### src/rtl/vic_vector_ctrl.sv
// ----------------------------------------------------------------------------
// vic_vector_ctrl
// Vectored interrupt controller back end. Holds a 31-entry vector table,
// captures the winning interrupt from the prioritiser, raises a level
// request to the CPU, waits for acknowledge (with a bounded timeout), then
// stays in service until end-of-interrupt.
//
// Ports
//   i_clk         clock, all state on rising edge
//   i_rst         asynchronous active-low reset
//   i_irq_req     one-cycle request pulse from the prioritiser
//   i_irq_addr    winning interrupt number (0..30), valid with i_irq_req
//   i_wr_en       vector-table write strobe
//   i_wr_addr     vector-table write index (31 is ignored)
//   i_wr_data     vector-table write data
//   i_cpu_ack     CPU has fetched the vector
//   i_cpu_eoi     end of interrupt
//   i_clr_status  clears o_timeout and o_drop_cnt
//   o_cpu_irq     level interrupt request to the CPU
//   o_vector      handler address of the held interrupt
//   o_irq_num     number of the held interrupt
//   o_in_service  busy back to the prioritiser
//   o_timeout     sticky acknowledge-timeout flag
//   o_drop_cnt    saturating count of rejected requests
// ----------------------------------------------------------------------------
module vic_vector_ctrl #(
    parameter int VEC_W       = 32,
    parameter int ACK_TIMEOUT = 255
) (
    input  logic             i_clk,
    input  logic             i_rst,
    input  logic             i_irq_req,
    input  logic [4:0]       i_irq_addr,
    input  logic             i_wr_en,
    input  logic [4:0]       i_wr_addr,
    input  logic [VEC_W-1:0] i_wr_data,
    input  logic             i_cpu_ack,
    input  logic             i_cpu_eoi,
    input  logic             i_clr_status,
    output logic             o_cpu_irq,
    output logic [VEC_W-1:0] o_vector,
    output logic [4:0]       o_irq_num,
    output logic             o_in_service,
    output logic             o_timeout,
    output logic [7:0]       o_drop_cnt
);

    typedef enum logic [1:0] {
        S_IDLE = 2'd0,
        S_PEND = 2'd1,
        S_SERV = 2'd2
    } state_t;

    localparam logic [7:0] TMO_LOAD = 8'(ACK_TIMEOUT);

    state_t           r_state;
    state_t           w_next;
    logic [7:0]       r_tmo;
    logic [VEC_W-1:0] r_table [0:30];
    logic [VEC_W-1:0] r_vector;
    logic [4:0]       r_irq_num;
    logic             r_timeout;
    logic [7:0]       r_drop_cnt;

    logic             w_capture;
    logic             w_drop;
    logic             w_expire;

    // Next-state and event decode
    always_comb begin
        w_next    = r_state;
        w_capture = 1'b0;
        w_drop    = 1'b0;
        w_expire  = 1'b0;
        case (r_state)
            S_IDLE: begin
                if (i_irq_req) begin
                    if (i_irq_addr != 5'd31) begin
                        w_capture = 1'b1;
                        w_next    = S_PEND;
                    end else begin
                        w_drop = 1'b1;
                    end
                end
            end
            S_PEND: begin
                w_drop = i_irq_req;
                // Acknowledge beats an expiry landing in the same cycle.
                if (i_cpu_ack) begin
                    w_next = S_SERV;
                end else if (r_tmo == 8'd1) begin
                    w_next   = S_IDLE;
                    w_expire = 1'b1;
                end
            end
            S_SERV: begin
                // A request coinciding with eoi is still rejected.
                w_drop = i_irq_req;
                if (i_cpu_eoi) begin
                    w_next = S_IDLE;
                end
            end
            default: begin
                w_next = S_IDLE;
            end
        endcase
    end

    always_ff @(posedge i_clk or negedge i_rst) begin
        if (!i_rst) begin
            r_state <= S_IDLE;
        end else begin
            r_state <= w_next;
        end
    end

    // Acknowledge timeout counter: expiry is the PEND cycle where it reads 1,
    // giving exactly ACK_TIMEOUT PEND cycles before returning to IDLE.
    always_ff @(posedge i_clk or negedge i_rst) begin
        if (!i_rst) begin
            r_tmo <= 8'd0;
        end else if (w_capture) begin
            r_tmo <= TMO_LOAD;
        end else if (r_state == S_PEND && r_tmo != 8'd0) begin
            r_tmo <= r_tmo - 8'd1;
        end
    end

    // Vector table; the capture reads the pre-edge value, so a same-cycle
    // write to the captured entry is not visible until the next capture.
    always_ff @(posedge i_clk or negedge i_rst) begin
        if (!i_rst) begin
            for (int i = 0; i < 31; i++) begin
                r_table[i] <= '0;
            end
        end else if (i_wr_en && i_wr_addr != 5'd31) begin
            r_table[i_wr_addr] <= i_wr_data;
        end
    end

    always_ff @(posedge i_clk or negedge i_rst) begin
        if (!i_rst) begin
            r_vector  <= '0;
            r_irq_num <= 5'd0;
        end else if (w_capture) begin
            r_vector  <= r_table[i_irq_addr];
            r_irq_num <= i_irq_addr;
        end
    end

    // Status: clear has priority over a simultaneous set/increment.
    always_ff @(posedge i_clk or negedge i_rst) begin
        if (!i_rst) begin
            r_timeout  <= 1'b0;
            r_drop_cnt <= 8'd0;
        end else if (i_clr_status) begin
            r_timeout  <= 1'b0;
            r_drop_cnt <= 8'd0;
        end else begin
            if (w_expire) begin
                r_timeout <= 1'b1;
            end
            if (w_drop && r_drop_cnt != 8'hFF) begin
                r_drop_cnt <= r_drop_cnt + 8'd1;
            end
        end
    end

    assign o_cpu_irq    = (r_state == S_PEND);
    assign o_in_service = (r_state != S_IDLE);
    assign o_vector     = r_vector;
    assign o_irq_num    = r_irq_num;
    assign o_timeout    = r_timeout;
    assign o_drop_cnt   = r_drop_cnt;

endmodule

### config.mk
export PLATFORM = sky130hd
export DESIGN_NAME = vic_vector_ctrl
export DESIGN_NICKNAME = d
export VERILOG_FILES = /design/src/rtl/vic_vector_ctrl.sv
export SDC_FILE = /design/constraint.sdc
export NUM_CORES = 1
export LEC_CHECK = 0
export BUFFER_PORTS_ARGS = -buffer_cell sky130_fd_sc_hd__buf_4
export CELL_PAD_IN_SITES_DETAIL_PLACEMENT = 0
export CELL_PAD_IN_SITES_GLOBAL_PLACEMENT = 2
export CORE_MARGIN = 5
export CORE_UTILIZATION = 41
export DETAILED_ROUTE_END_ITERATION = 16
export HOLD_SLACK_MARGIN = 0.02
export PLACE_DENSITY = 0.79
export SYNTH_ARGS = -nofsm -noshare
export SYNTH_HDL_FRONTEND = slang
export SYNTH_SLANG_ARGS = --single-unit
### constraint.sdc
create_clock -name i_clk -period 1.71 [get_ports i_clk]
set_input_delay 0.513 -clock i_clk [delete_from_list [all_inputs] [get_ports i_clk]]
set_output_delay 0.513 -clock i_clk [all_outputs]
set_load 0.05 [all_outputs]
==> impl_summary.txt, run 1 <==
----------------------------------------------------
[Synth]
  Synthesized netlist cell count ... around 3400
  Number of nets produced by synthesis ... 3493
  Summed instance area of the synthesized netlist ... 48000 sq um
  Number of flops mapped to enable cells by yosys ... 0
  Share of synthesized registers carrying an async set or reset ... 100%
  Number of distinct standard cells referenced by the synthesized netlist ... 62
  Main synth FF type ... sky130_fd_sc_hd__dfrtp_1
  FF+latch count, synth ... 1048
  Mean instance size in the synthesized netlist ... approximately 14 sq um
  Sequential share of the synthesized area ... 54.7%
  Count of warnings emitted by yosys ... 0

[Route]
  Detailed route wirelength on metal2 ... around 70000 um
  Number of nets still failing antenna checks after routing ... 0
  Drc violations ... 0
  Via count ... between 30000 and 40000
  Final Routed Wirelength ... approximately 140000 um
  DRC violation total after the first TritonRoute iteration ... 1984
  Detailed-router iteration count before antenna repair ... 5
  Length of routed wiring on met1 ... 65000 um
  Routed WL per cell ... 26.5 um
  Uppermost metal layer occupied by signal nets ... met4
  Wire length on met3 ... 6150 um
  Vias per std cell ... 5.66

[Die]
  Row count ... 125
  DIE HEIGHT ... about 350 um
  CORE AREA ... 116000 sq um
  Total I/O pin count ... 97
  Starting utilization of the core area ... about 41%
  Die outline width ... 352 um
  Die Area ... approximately 120000 sq um

[Critical path]
  Kind of capture point of the worst setup path ... primary output
  Depth of the worst register-to-register path ... 10
  Kind of start point of the critical path ... register
  Critical path peak fanout ... 3
  Crit path DAT ... 1.64 ns
  Worst Path Required ... about 1.2 ns
  Critical Setup Path Class ... reg2out

[STA]
  Pins Over Slew Limit ... 0
  Total setup violations reported at the end of the flow ... 97
  Final-layout worst hold slack ... 0.110 ns
  Least-Margin Pin Slew ... between 0.5 and 0.6 ns
  Hold violation count in the final report ... 0
  Slew headroom ... 63.3%
  Setup skew after layout ... 0.0220 ns
  Worst setup slack after layout ... -0.445 ns
  Accumulated negative setup slack ... -12.99 ns
  Final worst path period need ... 2.15 ns
  Unrepaired setup endpoints after global routing ... true
  Top achievable clock speed ... 464 MHz
  Crit share post-route ... 126%

[GRT]
  Number of global-route vias before repair ... 32000
  Pin count of the biggest net entering global routing ... 90
  Residual overflow from global routing ... 0
  Global-route wire length before repair ... 215000 um
  GRT Resource Usage Total ... 22.6%
  Number of antenna violations at the first check in global routing ... 2

[Place]
  Detailed Place HPWL ... 90700 um
  Final weighted congestion in routability-driven placement ... 0.785
  Number of cells in the design after placement ... 5104
  # port buffers ... 96
  Placed Area ... about 54000 sq um

[Cells and area]
  Layout Area Growth over Synthesis ... 25.2%
  Most frequent standard cell in the layout excluding fill and tap cells ... sky130_fd_sc_hd__dfrtp_1
  Top library cells by usage in the layout, fill and taps aside ... sky130_fd_sc_hd__dfrtp_1 (1025), sky130_fd_sc_hd__mux2_2 (882), sky130_fd_sc_hd__mux2i_1 (333)
  Final core utilization ... between 50 and 60%
  Diode count ... 0
  Share of layout cells above drive strength 1 ... 51.1%
  Number of non-filler instances in the completed layout ... 5380
  Final layout net count ... about 3800
  FILL cells ... 9777
  Post-route cell area ... 60100 sq um

[Clocking]
  CTS H-tree depth ... 3
  Number of buffers added by the clock tree synthesis step ... 113
  TritonCTS clock tree ... yes
  Clk buf depth ... 3
  Clock insertion delay at the later pin of the skew report ... 0.71 ns
  Clk pin slew, worst setup/hold paths ... 0.06 ns
  Cell at the root of the clock tree ... sky130_fd_sc_hd__clkbuf_16
  CTS sink cnt ... 1048

[Worst hold path]
  Hold Path Class ... in2reg
  Hold Path Depth ... 3

[Outcome]
  Violated checks ... negative setup slack
  Status ... finished, violations left

[Flow run]
  Number of max-cap violations ... 0

[Power]
  Power density cells ... between 1000 and 1500 nW/um^2
  LEAKAGE ... 27.1 nW
  VDD IR max ... approximately 0.00086 V

----------------------------------------------------
Yosys cell counts (6+ instances only):
cell type	count	area [sq um]
sky130_fd_sc_hd__buf_4	35	263
sky130_fd_sc_hd__dfrtp_1	1048	26200
sky130_fd_sc_hd__inv_1	40	150
sky130_fd_sc_hd__ha_1	8	100
sky130_fd_sc_hd__buf_2	123	616
sky130_fd_sc_hd__nor2_1	41	154
sky130_fd_sc_hd__nand3_1	47	235
sky130_fd_sc_hd__mux4_1	11	289
sky130_fd_sc_hd__nand2b_1	6	37.5
sky130_fd_sc_hd__mux4_2	62	1400
sky130_fd_sc_hd__o22ai_1	23	144
sky130_fd_sc_hd__mux2i_1	333	3330
sky130_fd_sc_hd__a32oi_1	31	272
sky130_fd_sc_hd__o2bb2ai_1	6	52.6
sky130_fd_sc_hd__a21oi_1	43	215
sky130_fd_sc_hd__clkbuf_1	153	574
sky130_fd_sc_hd__buf_6	9	101
sky130_fd_sc_hd__nor2b_1	32	200
sky130_fd_sc_hd__a211oi_1	25	188
sky130_fd_sc_hd__o31ai_1	26	195
sky130_fd_sc_hd__o221ai_1	39	342
sky130_fd_sc_hd__mux2_1	15	169
sky130_fd_sc_hd__o21ai_0	71	355
sky130_fd_sc_hd__mux2_2	959	10800
sky130_fd_sc_hd__nand2_1	93	349
sky130_fd_sc_hd__o211ai_1	26	195
sky130_fd_sc_hd__a22oi_1	65	488
final timing paths:
path,start,to,slack (ns)
worst max-delay path,r_state[0],o_cpu_irq,-0.44
worst min-delay path,i_cpu_ack,r_state[1],0.11
worst max register to register,r_state[1],o_vector[7],-0.25
worst min register to register,r_table[742],r_table[742],0.48
max in group asynchronous,i_rst,o_vector[27],0.62
min in group asynchronous,i_rst,r_table[39],0.48
per-layer routing:
| layer | vias up | track usage [%] |
|---|---|---|
| li1 | 13300 | - |
| met1 | 16400 | 32.0 |
| met4 | 0 | 4.94 |
| met5 | - | 0 |
| met2 | 584 | 37.3 |
| met3 | 199 | 3.36 |
through the flow:
stage	power [mW]	worst slack, ns
6_report	75.2	-0.445
5_1_grt	78.5	-0.504
4_1_cts	75.0	-0.482
3_5_place_dp	47.6	-0.651
3_3_place_gp	47.1	-0.613
2_1_floorplan	42.1	-0.174
final cells by class:
| cell class | instances | area, sq um | share of cell area (%) |
|---|---|---|---|
| multi-input combinational | 2021 | 21400 | 35.6 |
| timing repair buffer | 532 | 6460 | 10.7 |
| tap | 1524 | 1910 | 3.17 |
| sequential | 1048 | 26300 | 43.7 |
| clock inverter | 45 | 463 | 0.770 |
| clock buffer | 170 | 3480 | 5.80 |
| inverter | 40 | 153 | 0.254 |
repair_timing:
item / 4_1_cts / 5_1_grt
resized for setup: 201 / 83
hold buffers: 2 / 0
setup buffers: 40 / 26
endpoints found under the setup margin: 97 / 103
hold endpoints to repair: 306 / 0
cloned: 8 / 1
pin swaps: 58 / 41
cells by family after synthesis:
kind of cell | share of synthesized area, %
buffers and inverters | 3.63
flip-flops | 54.7
adder cells (fa/ha/maj) | 0.209
XOR/XNOR | 0.0548
multiplexers | 33.3
AO/OA/AOI/OAI | 5.35
AND/OR/NAND/NOR | 2.78
critical path: stages (launching register included):
cell	delay [ns]
sky130_fd_sc_hd__dfrtp_1	0.41
sky130_fd_sc_hd__buf_6	0.13
sky130_fd_sc_hd__ha_4	0.15
sky130_fd_sc_hd__buf_6	0.11
sky130_fd_sc_hd__buf_8	0.14
where the power goes:
group	internal, mW	switching [mW]
sequential	29.9	2.89
clock	15.1	10.4
combinational	9.08	7.78
total	54.1	21.1
sequential cells by signal (all words and copies together), names as in the netlist:
register	count
o_drop_cnt	8
o_irq_num	5
r_state	2
o_vector	32
r_tmo	8
r_table	992
o_timeout	1
(Power assumes the default switching activity.)
==> run 2: changes to the inputs <==
- ABC_AREA: default -> 1
- CORE_MARGIN: 5 -> 4
- CORE_UTILIZATION: 41 -> 34
- PLACE_DENSITY: 0.79 -> 0.8
==> run 2 against run 1 <==
The run still ends with negative setup slack left. Global-route usage up 1.2 points. Clock-buffer cell count up 15. Final cell count up 58%. First-iteration DRC count up 86%. Flip-flop and latch count unchanged. Core utilization down 9.3 points. Critical endpoint is now o_in_service. Largest cell class unchanged. Highest routed layer is now met5.
==> impl_summary.txt, run 2 <==
----------------------------------------------------
[Power]
  VDD IR max ... just over 0.0009 V
  Combinational fraction of design power ... 21.7%
  Power density cells ... between 1000 and 1500 nW/um^2
  Portion of total power attributed to the clock network ... 35.3%
  Power dissipated by switching net loads ... ~24 mW
  LEAKAGE ... 28.4 nW
  Sequential power share ... a little over two fifths
  Fraction of power spent switching nets ... 31.1%
  Cell-internal power ... 53.6 mW

[Route]
  Final Routed Wirelength ... around 180000 um
  Via count ... 42400
  DRC violation total after the first TritonRoute iteration ... 3684
  Detailed-router iteration count before antenna repair ... 6
  Drc violations ... 0
  Number of nets still failing antenna checks after routing ... 0
  Routed WL per cell ... 21.2 um
  Vias per std cell ... 4.98

[Die]
  DIE HEIGHT ... 387 um
  CORE AREA ... 142000 sq um
  Row count ... 138
  Starting utilization of the core area ... between 30% and 40%
  Die outline width ... a little under 400 um
  Die Area ... 150000 sq um
  Total I/O pin count ... 97

[GRT]
  Met1 Usage GRT ... 34.3%
  Pin count of the biggest net entering global routing ... 82
  Residual overflow from global routing ... 0
  Met2 Usage GRT ... 37.9%
  Number of global-route vias before repair ... 41500
  GRT Resource Usage Total ... between 20% and 30%
  Global-route wire length before repair ... 274000 um
  Top Usage Layer GRT ... met2
  Number of antenna violations at the first check in global routing ... 7
  Met3 usage in global routing ... approximately 3.3%

[Synth]
  Mean instance size in the synthesized netlist ... 7.73 sq um
  Share of synthesized registers carrying an async set or reset ... 100%
  Most area-hungry cell type in the Yosys netlist ... sky130_fd_sc_hd__dfrtp_1
  Synthesized netlist cell count ... 6324
  Sequential share of the synthesized area ... 53.7%
  Count of warnings emitted by yosys ... 0
  Post-synthesis xor/xnor area fraction ... 0.143%
  Simple logic cell fraction of the synthesized area ... 26.4%
  FF+latch count, synth ... 1048
  Fraction of synthesized area in multiplexers ... 0%
  Top-area cell type share of the netlist area ... 53.7%
  Cell with the most instances after synthesis ... sky130_fd_sc_hd__nand2_1
  Cells taking the most area after synthesis ... sky130_fd_sc_hd__dfrtp_1 (54%), sky130_fd_sc_hd__nand2_1 (13%), sky130_fd_sc_hd__nand3_1 (8.1%)
  Main synth FF type ... sky130_fd_sc_hd__dfrtp_1
  Number of distinct standard cells referenced by the synthesized netlist ... 32
  Number of flops mapped to enable cells by yosys ... 0
  Leading post-synthesis cells by instance count ... sky130_fd_sc_hd__nand2_1 (1749), sky130_fd_sc_hd__dfrtp_1 (1048), sky130_fd_sc_hd__nand3_1 (788), sky130_fd_sc_hd__o21ai_0 (671), sky130_fd_sc_hd__inv_1 (598)
  Combinational family with the most area after synthesis ... simple AND/OR/NAND/NOR gates
  Post-synthesis compound-gate area fraction ... 10.8%
  Summed instance area of the synthesized netlist ... 48900 sq um
  Synthesized-area fraction occupied by adder cells ... 0.205%
  Number of nets produced by synthesis ... 6381

[Cells and area]
  FILL cells ... around 14000
  Share of layout cells above drive strength 1 ... 12.5%
  Flip-flop count of the largest register after layout ... about 990
  Final layout net count ... 6581
  Area used by multi-input combinational logic ... approximately 18000 sq um
  Most frequent standard cell in the layout excluding fill and tap cells ... sky130_fd_sc_hd__nand2_1
  Register bank with the most flops ... r_table
  Layout Area Growth over Synthesis ... 23.2%
  FF/Latch Area ... roughly 26000 sq um
  Top library cells by usage in the layout, fill and taps aside ... sky130_fd_sc_hd__nand2_1 (1736), sky130_fd_sc_hd__dfrtp_1 (1021), sky130_fd_sc_hd__nand3_1 (786)

[Clocking]
  Clk buf depth ... 3
  Cell at the root of the clock tree ... sky130_fd_sc_hd__clkbuf_16
  Clk pin slew, worst setup/hold paths ... 0.06 ns
  Number of buffers added by the clock tree synthesis step ... 121
  CTS H-tree depth ... 3
  CTS sink cnt ... approximately 1000
  TritonCTS clock tree ... yes
  Clock insertion delay at the later pin of the skew report ... 0.75 ns

[Critical path]
  Kind of start point of the critical path ... register
  Kind of capture point of the worst setup path ... primary output
  Crit path DAT ... 1.71 ns
  Dominant delay contributor by cell family on the critical path ... buffers and inverters
  Largest stage delay on the critical path ... 0.38 ns
  Critical Setup Path Class ... reg2out
  Critical path peak fanout ... 2
  Buffer and inverter count on the worst path ... 4
  Slowest cell on the critical path ... sky130_fd_sc_hd__dfrtp_1
  Cells along the critical path ... inv_2 > ha_4 > clkinvlp_4 > buf_6 > buf_8
  Worst Path Required ... 1.20 ns

[STA]
  Top achievable clock speed ... 450 MHz
  Slew headroom ... between 50 and 60%
  Final-layout worst hold slack ... 0.111 ns
  Pins Over Slew Limit ... 0
  Least-Margin Pin Slew ... approximately 0.68 ns
  Unrepaired setup endpoints after global routing ... true
  Worst setup slack after layout ... -0.511 ns
  Crit share post-route ... 130%
  Total setup violations reported at the end of the flow ... 48
  Hold violation count in the final report ... 0
  Final worst path period need ... around 2.2 ns
  Setup skew after layout ... 0.0291 ns

[Place]
  Final weighted congestion in routability-driven placement ... roughly 0.82
  Worst-case setup slack after placement ... -0.434 ns
  Detailed Place HPWL ... 115000 um
  # port buffers ... 96

[Flow run]
  Number of max-cap violations ... 0

[Worst hold path]
  Hold Path Class ... in2reg

[Outcome]
  Status ... finished, violations left
  Violated checks ... negative setup slack

----------------------------------------------------
## run 2: changes by cell type after synthesis, moves of 248 or more
cell,previous run,this run
sky130_fd_sc_hd__inv_1,40,598
sky130_fd_sc_hd__nor2_1,41,530
sky130_fd_sc_hd__mux2i_1,333,0
sky130_fd_sc_hd__o21ai_0,71,671
sky130_fd_sc_hd__nand3_1,47,788
sky130_fd_sc_hd__a21oi_1,43,291
sky130_fd_sc_hd__mux2_2,959,0
sky130_fd_sc_hd__nand2_1,93,1749
## run 2: cells by family (layout without fill, tap and decap cells)
kind of cell    Yosys count  in the layout
fa+ha+maj                 8              8
other cells               0              2
buf+inv                1096           1398
xor+xnor                  8              8
flops                  1048           1048
simple gates           3114           3114
compound gates         1050           1050
## run 2: cell type report
| class | instances | area share (%) |
|---|---|---|
| flip-flops and latches | 1048 | 43.6 |
| well taps | 1890 | 3.93 |
| multi-input cells | 4180 | 30.7 |
| inverters | 641 | 4.06 |
| repair buffers | 532 | 10.6 |
| clock buffers | 185 | 6.15 |
| clock inverters | 40 | 0.885 |
| diodes | 2 | 0.00831 |
## run 2: timing repair
action	in CTS	in global routing
resized for setup	78	19
hold buffers	4	0
pin swaps	1	5
setup buffers	20	9
gates cloned	0	1
hold endpoints to repair	288	0
setup endpoints to repair	52	75
## run 2: worst register-to-register path, cell delays in order (launching register included)
cell,delay (ns)
sky130_fd_sc_hd__dfrtp_2,0.44
sky130_fd_sc_hd__buf_6,0.13
sky130_fd_sc_hd__buf_6,0.11
sky130_fd_sc_hd__ha_4,0.17
sky130_fd_sc_hd__nand2_4,0.07
sky130_fd_sc_hd__nor2_4,0.04
sky130_fd_sc_hd__a31oi_1,0.19
sky130_fd_sc_hd__o21ai_2,0.12
sky130_fd_sc_hd__buf_6,0.15
sky130_fd_sc_hd__nand2_2,0.04
sky130_fd_sc_hd__nand2_1,0.04
sky130_fd_sc_hd__nor2_1,0.09
## run 2: metrics by stage
stage               util, %  cell area, sq um  power [mW]  instances  TNS [ns]
floorplan                 -             49000        43.4       6324    -0.813
global placement       39.0             55400        49.5       8259   -154.49
detailed placement     39.0             55400        49.8       8259   -164.34
CTS                    42.3             60100        78.4       8507    -11.06
global route           42.4             60200        82.2       8518     -9.93
finish                 42.4             60200        77.8       8518     -7.53
## run 2: final timing paths
kind	end	start	slack [ns]	depth (start not counted)
setup / recovery	o_in_service	r_state[1]	-0.51	5
min in group asynchronous	r_table[441]	i_rst	0.20	2
setup reg to reg	o_drop_cnt[1]	o_drop_cnt[0]	0.07	11
max in group asynchronous	o_vector[0]	i_rst	0.62	4
hold / removal	r_table[444]	i_wr_data[28]	0.11	3
hold reg to reg	r_table[190]	r_table[190]	0.48	2
## run 2: per-layer routing
| layer | routed length [um] | part of all wire [%] |
|---|---|---|
| met3 | 9960 | 5.5 |
| met1 | 84100 | 47 |
| met5 | 8 | 0.0044 |
| met4 | 4650 | 2.6 |
| met2 | 81500 | 45 |
## run 2: power groups by stage
| stage | clock network (mW) | registers, mW | logic (mW) |
|---|---|---|---|
| floorplan | 0 | 34.3 | 9.09 |
| global placement | 0 | 33.6 | 15.9 |
| detailed placement | 0 | 33.7 | 16.1 |
| CTS | 28.1 | 33.5 | 16.8 |
| global route | 29.2 | 34.1 | 19.0 |
| finish | 27.5 | 33.5 | 16.9 |
